<file path="config.mk">
export PLATFORM = sky130hd
export DESIGN_NAME = nvme_queue_db_mgr
export DESIGN_NICKNAME = d
export VERILOG_FILES = /design/src/rtl/nvme_queue_db_mgr.sv
export SDC_FILE = /design/constraint.sdc
export NUM_CORES = 1
export LEC_CHECK = 0
export ABC_AREA = 0
export CAP_MARGIN = 20
export CORE_ASPECT_RATIO = 1.1
export CORE_MARGIN = 10
export CORE_UTILIZATION = 53
export CTS_CLUSTER_DIAMETER = 50
export DETAILED_ROUTE_END_ITERATION = 6
export PLACE_DENSITY = 0.79
export SLEW_MARGIN = 25
export SYNTH_ARGS = -nofsm -noshare
export SYNTH_HDL_FRONTEND = slang
export SYNTH_SLANG_ARGS = --single-unit
</file>
<file path="constraint.sdc">
create_clock -name axi_aclk -period 5.93 [get_ports axi_aclk]
set_input_delay 0.593 -clock axi_aclk [delete_from_list [all_inputs] [get_ports axi_aclk]]
set_output_delay 0.593 -clock axi_aclk [all_outputs]
set_load 0.005 [all_outputs]
</file>
<file path="src/rtl/nvme_queue_db_mgr.sv">
// NVMe queue pointer and doorbell manager.
// Tracks SQ tail / SQ head / CQ head / CQ phase per queue pair, coalesces
// pointer updates into per-queue pending flags, and issues one doorbell
// write at a time to the PCIe side through a two-state FSM with a
// round-robin arbiter over the interleaved flag list SQ0, CQ0, SQ1, CQ1, ...
//
// Handshakes:
//   sq_push / sq_push_ready : a slot is taken on a rising clock edge where
//     both are high; sq_push while sq_push_ready is low is ignored, with no
//     state change. cq_pop has no back-pressure and is taken on every edge it
//     is high.
//   pcie_write / pcie_wdone : pcie_write (with pcie_waddr / pcie_wdata) rises
//     and then stays high and stable until the edge on which pcie_wdone is
//     high; pcie_werror is only looked at on that same edge. pcie_wdone
//     while pcie_write is low has no effect.

module nvme_queue_db_mgr #(
    parameter int          NUM_Q     = 4,
    parameter int          Q_DEPTH   = 16,
    parameter logic [31:0] DB_BASE   = 32'h1000,
    parameter int          DB_STRIDE = 4,
    localparam int         QID_BITS  = (NUM_Q > 1) ? $clog2(NUM_Q) : 1,
    localparam int         PTR_BITS  = $clog2(Q_DEPTH)
) (
    input  logic                axi_aclk,
    input  logic                axi_areset,

    input  logic                sq_push,
    input  logic [QID_BITS-1:0] sq_push_qid,
    output logic                sq_push_ready,
    output logic [PTR_BITS-1:0] sq_slot,

    input  logic                cq_pop,
    input  logic [QID_BITS-1:0] cq_pop_qid,
    input  logic [PTR_BITS-1:0] cq_pop_sqhd,
    output logic [PTR_BITS-1:0] cq_head,
    output logic                cq_phase_exp,

    output logic                pcie_write,
    output logic [31:0]         pcie_waddr,
    output logic [31:0]         pcie_wdata,
    input  logic                pcie_wdone,
    input  logic                pcie_werror,

    output logic                db_busy,
    output logic                db_error,
    output logic [QID_BITS-1:0] db_error_qid,

    output logic                dbg_state
);

    // Number of doorbell flags: one SQ tail and one CQ head flag per pair.
    localparam int NUM_F   = 2 * NUM_Q;
    localparam int RR_BITS = $clog2(NUM_F);

    typedef enum logic {
        S_IDLE = 1'b0,
        S_WAIT = 1'b1
    } state_t;

    // Per-queue pointer state.
    logic [PTR_BITS-1:0] sq_tail_r [NUM_Q];
    logic [PTR_BITS-1:0] sq_head_r [NUM_Q];
    logic [PTR_BITS-1:0] cq_head_r [NUM_Q];
    logic [NUM_Q-1:0]    cq_phase_r;
    logic [NUM_Q-1:0]    sq_pend;
    logic [NUM_Q-1:0]    cq_pend;

    // Doorbell FSM state.
    state_t              state;
    logic [RR_BITS-1:0]  rr_next;
    logic [QID_BITS-1:0] gnt_qid_r;

    // Combinational helpers.
    logic                push_sel_ok;
    logic                pop_sel_ok;
    logic                push_fire;
    logic                pop_fire;
    logic [NUM_F-1:0]    pend_vec;
    logic                gnt_found;
    logic [RR_BITS-1:0]  gnt_idx;
    logic [QID_BITS-1:0] gnt_q;
    logic                gnt_is_cq;
    logic [31:0]         gnt_addr;
    logic [31:0]         gnt_data;
    logic                grant_fire;

    // Flag index arithmetic modulo the flag count (which need not be a power of two).
    function automatic logic [RR_BITS-1:0] wrap_add(input logic [RR_BITS-1:0] base, input int k);
        int s;
        s = int'(base) + k;
        if (s >= NUM_F) begin
            s = s - NUM_F;
        end
        return RR_BITS'(s);
    endfunction

    // Queue selectors outside 0..NUM_Q-1 behave as an always-full, inert queue.
    always_comb begin
        push_sel_ok = (int'(sq_push_qid) < NUM_Q);
        pop_sel_ok  = (int'(cq_pop_qid) < NUM_Q);
    end

    // Producer-side view of the selected SQ: one slot is kept empty to tell full from empty.
    always_comb begin
        sq_push_ready = 1'b0;
        sq_slot       = '0;
        if (push_sel_ok) begin
            sq_slot       = sq_tail_r[sq_push_qid];
            sq_push_ready = ((sq_tail_r[sq_push_qid] + PTR_BITS'(1)) != sq_head_r[sq_push_qid]);
        end
    end

    // Consumer-side view of the selected CQ.
    always_comb begin
        cq_head      = '0;
        cq_phase_exp = 1'b1;
        if (pop_sel_ok) begin
            cq_head      = cq_head_r[cq_pop_qid];
            cq_phase_exp = cq_phase_r[cq_pop_qid];
        end
    end

    // Accepted events for this edge.
    always_comb begin
        push_fire = sq_push && sq_push_ready;
        pop_fire  = cq_pop && pop_sel_ok;
    end

    // Interleave the flags as SQ0, CQ0, SQ1, CQ1, ... so the flag index equals 2*qid + is_cq.
    always_comb begin
        pend_vec = '0;
        for (int q = 0; q < NUM_Q; q++) begin
            pend_vec[2*q]     = sq_pend[q];
            pend_vec[2*q + 1] = cq_pend[q];
        end
    end

    // Round-robin search starting at the flag after the last one granted.
    always_comb begin
        gnt_found = 1'b0;
        gnt_idx   = '0;
        for (int k = 0; k < NUM_F; k++) begin
            if (!gnt_found && pend_vec[wrap_add(rr_next, k)]) begin
                gnt_found = 1'b1;
                gnt_idx   = wrap_add(rr_next, k);
            end
        end
    end

    // Doorbell address and pointer value for the flag that would be granted now.
    always_comb begin
        gnt_q      = QID_BITS'(gnt_idx >> 1);
        gnt_is_cq  = gnt_idx[0];
        gnt_addr   = DB_BASE + (32'(gnt_idx) * 32'(DB_STRIDE));
        gnt_data   = gnt_is_cq ? 32'(cq_head_r[gnt_q]) : 32'(sq_tail_r[gnt_q]);
        grant_fire = (state == S_IDLE) && gnt_found;
    end

    // Pointer updates: SQ tail on accepted push, CQ head / SQ head / phase on pop.
    always_ff @(posedge axi_aclk or posedge axi_areset) begin
        if (axi_areset) begin
            for (int q = 0; q < NUM_Q; q++) begin
                sq_tail_r[q] <= '0;
                sq_head_r[q] <= '0;
                cq_head_r[q] <= '0;
            end
            cq_phase_r <= '1;
        end else begin
            if (push_fire) begin
                sq_tail_r[sq_push_qid] <= sq_tail_r[sq_push_qid] + PTR_BITS'(1);
            end
            if (pop_fire) begin
                cq_head_r[cq_pop_qid] <= cq_head_r[cq_pop_qid] + PTR_BITS'(1);
                sq_head_r[cq_pop_qid] <= cq_pop_sqhd;
                if (cq_head_r[cq_pop_qid] == PTR_BITS'(Q_DEPTH - 1)) begin
                    cq_phase_r[cq_pop_qid] <= ~cq_phase_r[cq_pop_qid];
                end
            end
        end
    end

    // Pending flags: a grant clears its flag, but a new update on the same edge re-arms it.
    always_ff @(posedge axi_aclk or posedge axi_areset) begin
        if (axi_areset) begin
            sq_pend <= '0;
            cq_pend <= '0;
        end else begin
            if (grant_fire) begin
                if (gnt_is_cq) begin
                    cq_pend[gnt_q] <= 1'b0;
                end else begin
                    sq_pend[gnt_q] <= 1'b0;
                end
            end
            if (push_fire) begin
                sq_pend[sq_push_qid] <= 1'b1;
            end
            if (pop_fire) begin
                cq_pend[cq_pop_qid] <= 1'b1;
            end
        end
    end

    // Doorbell FSM: grant and latch in IDLE, hold the write in WAIT until done; errors are not retried.
    always_ff @(posedge axi_aclk or posedge axi_areset) begin
        if (axi_areset) begin
            state        <= S_IDLE;
            pcie_write   <= 1'b0;
            pcie_waddr   <= '0;
            pcie_wdata   <= '0;
            rr_next      <= '0;
            gnt_qid_r    <= '0;
            db_error     <= 1'b0;
            db_error_qid <= '0;
        end else begin
            case (state)
                S_IDLE: begin
                    if (gnt_found) begin
                        pcie_write <= 1'b1;
                        pcie_waddr <= gnt_addr;
                        pcie_wdata <= gnt_data;
                        gnt_qid_r  <= gnt_q;
                        rr_next    <= wrap_add(gnt_idx, 1);
                        state      <= S_WAIT;
                    end
                end
                S_WAIT: begin
                    if (pcie_wdone) begin
                        pcie_write <= 1'b0;
                        state      <= S_IDLE;
                        if (pcie_werror && !db_error) begin
                            db_error     <= 1'b1;
                            db_error_qid <= gnt_qid_r;
                        end
                    end
                end
                default: begin
                    pcie_write <= 1'b0;
                    state      <= S_IDLE;
                end
            endcase
        end
    end

    // Busy while a write is outstanding or any doorbell is still owed.
    always_comb begin
        db_busy   = (state == S_WAIT) || (|sq_pend) || (|cq_pend);
        dbg_state = (state == S_WAIT);
    end

endmodule

</file>
==> impl_results.md <==
- Vias: 3,723
- Fin. max-slew vios: 0
- Slowest stage cell, crit path: dfrtp_1
- Hold WC Path Type: reg -> reg
- DRT Wirelength: 12,600 um
- Hold Vio Cnt, Final: 0
- Post-synth design cell area: 0.00513 mm2
- Number of port buffers: 37
- Period minus WS final: 5.22 ns
- DP Wirelength: 9370 um
- Via-to-Cell Ratio: 5.92
- Worst Hold Launch: pcie_waddr[12]
- Met1 usage: 21.5%
- Layout cells sized above 1: 20.7%
- Busiest grt layer: met2
- CTS root buf: clkbuf_8
- Overflow after GRT: 0
- Row count: 37
- Pwr/cell area: 580 mW/mm2
- Fill cells: 759
- H-tree depth: 3
- Hold Path Sink: pcie_waddr[12]
- Largest net degree at the start of global routing: 77
- Slew margin rel.: 38.5%
- Peak supply drop: 0.348 mV
- GRT Total Usage: 17.9%
- Setup TNS: 0 ns
- R2r endpoint: pcie_wdata[1]
- CORE AREA: 0.00940 mm2
- Antenna violations before repair: 0
- Main flop type after synthesis: dfrtp_1
- Total die area: 0.0140 mm2
- Setup slack, reg-to-reg: 0.71 ns
- Die X: 114 um
- N_diodes: 0
- Vias in the first global route: 3,789
- Met2 GRT Util: 30.2%
- Sequential fraction of the synthesis area: 37.2%
- Deepest clock path buffer count: 2
- GP Congestion: 0.917
- Drt drc: 0
- YS warnings: 0
- Wire length of the first global-routing pass: 20,500 um
- GR Util met3: 4.89%
- CP max FO: 19
- Reg clk slew, reported paths: 0.09 ns
- Resized cells post-CTS: 0
- CP startpoint kind: register
- Cells after synthesis: 479
- R2R cell count: 11
- Worst Setup End Kind: register
- Initial DRC count: 257
- CTS tree: done
- Async set-reset flop share out of synthesis: 100%
- Yosys cell types: 64
- Crit path required time: 6.15 ns
- Final setup violation count: 0
- Lkg Pwr: 2.31 nW
- Worst EP arrival: 5.43 ns
- RSZ-0062 raised after global routing: no
- Hold buffers post-CTS: 0
- Dpl ws: 0.722 ns
- Worst-margin pin slew: 0.922 ns
- Clock sinks: 76
- Worst hold path stage count: 1
- Slack of the critical path: 0.714 ns
- Fin nets: 525
- Max-cap viol count: 0
- Setup Buffers After CTS: 0
- Num CTS Buffers: 9
- Critical path type: reg -> reg
- I/O pin total: 94
- Skew final: 0.00917 ns
- Area grow syn2layout: 7.74%
- Post-route ant nets: 0
- Die Y: 123 um
- RR Startpoint: rr_next[0]
- CP max stage delay: 0.85 ns
- Worst path cell trace: inv_2 > ha_1 > mux2_2 > mux4_2 > o32a_4 > or4_4 > o221a_1 > a211oi_2 > nand3_1 > o22ai_1 > o31ai_1
- Status: completed
- Clock latency on the worst-skew pair: 0.35 ns
- Avg Inst Size Synth: 10.7 um2
- Starting Density: 54.6%
- Register bit total from synthesis: 76
- First-pass DRT Iterations: 5
- Tcrit/Tclk final: 88.0%
- F_max: 0.192 GHz
- EDFF count, synth: 0
- DR WL/cell: 20.0 um
## per-layer routing
metal  vias up  routed length [um]
met4         0                 311
li1       1692                   -
met1      1859                5070
met2       147                6340
met3        25                 835
met5         -                   0
## worst max-delay path, delay by kind of cell (launching register included)
family	cells	cell delay, ns
compound gates	5	1.57
fa+ha+maj	1	0.70
buf+inv	1	0.18
flops	1	0.85
mux	2	0.91
simple gates	2	0.87
## cell usage after synthesis, drive strengths merged (2+ instances only)
cell,n,area share [%]
o211ai,2,0.29
clkbuf,11,0.83
a211oi,2,0.39
o221ai,2,0.34
nand2b,5,0.61
or2,3,0.37
dfstp,4,2.0
o21ai,21,2.0
o22ai,3,0.37
xnor2,12,2.0
a22o,4,0.68
dfrtp,72,35
ha,4,0.98
nor3,8,0.78
and4,2,0.34
and2,3,0.37
mux2,48,11
a21o,3,0.44
nand3,16,1.6
and3,7,0.85
buf,66,9.7
a21oi,12,1.2
inv,11,0.81
o31ai,5,0.83
nor2,19,1.4
a2111oi,2,0.34
o32ai,2,0.49
a311o,2,0.39
or4,2,0.44
nand2,54,4.1
nand4,3,0.37
mux2i,20,3.9
xor2,6,1.0
mux4,25,11
## registers in the layout, indices dropped and copies added (netlist names), 2 cells and up
register      count
sq_tail_r        16
db_error_qid      2
pcie_waddr        3
cq_pend           4
pcie_wdata        4
sq_head_r        16
cq_phase_r        4
cq_head_r        16
sq_pend           4
rr_next           3
## placed cells by master (no fill, tap or decap), types with 5 or more instances in the layout
cell type,n
mux4_2,25
nor3_1,8
nand2b_1,5
clkdlybuf4s50_1,37
mux2i_1,20
conb_1,56
o21ai_0,16
dfrtp_1,72
clkbuf_8,9
and3_1,7
nand2_1,53
xor2_1,6
o21ai_1,5
inv_1,9
mux2_2,48
nor2_1,19
xnor2_1,12
a21oi_1,12
nand3_1,16
## area by class of cell
class | count | area (um2) | share of cell area, %
multi-input combinational | 370 | 2850 | 51.5
sequential | 76 | 1910 | 34.5
timing repair buffer | 39 | 385 | 6.98
tap | 117 | 146 | 2.65
clock buffer | 9 | 124 | 2.24
clock inverter | 7 | 75.1 | 1.36
inverter | 11 | 41.3 | 0.747
## power by group
part	switching [mW]	internal [mW]
logic	0.995	0.877
registers	0.227	0.706
clock network	0.202	0.196
total	1.42	1.78
## per-stage QoR
stage | area (um2) | std cells | total power [mW] | hold WS (ns) | util [%]
finish | 5520 | 629 | 3.20 | 0.474 | 58.8
global route | 5520 | 629 | 3.41 | 0.510 | 58.8
CTS | 5520 | 629 | 3.19 | 0.481 | 58.8
detailed placement | 5330 | 613 | 2.78 | 0.457 | 56.7
global placement | 5330 | 613 | 2.73 | 0.459 | 56.7
floorplan | 5330 | 534 | 2.34 | 0.459 | -
## how the worst max path moves through the flow
stage | from | endpoint | slack [ns] | cells past startpoint
2_1_floorplan | rr_next[1] | pcie_wdata[0] | 1.44 | 14
3_3_place_gp | rr_next[0] | pcie_wdata[0] | 0.99 | 11
3_5_place_dp | rr_next[0] | pcie_wdata[1] | 0.72 | 11
4_1_cts | rr_next[0] | pcie_wdata[1] | 0.74 | 11
5_1_grt | rr_next[0] | pcie_wdata[1] | 0.34 | 11
6_report | rr_next[0] | pcie_wdata[1] | 0.71 | 11
## kinds of logic (layout without fill, tap and decap cells)
family	after synthesis	after routing	synth area share (%)
DFF	76	76	37.2
muxes	93	93	25.4
adders and majority gates	4	4	0.976
AOI/OAI and AO/OA	73	73	10.2
xor gates and xnor gates	18	18	3.07
buffers and inverters	88	66	11.3
and+or+nand+nor	126	126	11.7
other	1	56	0.0731
Power figures use the tool's default switching activity.
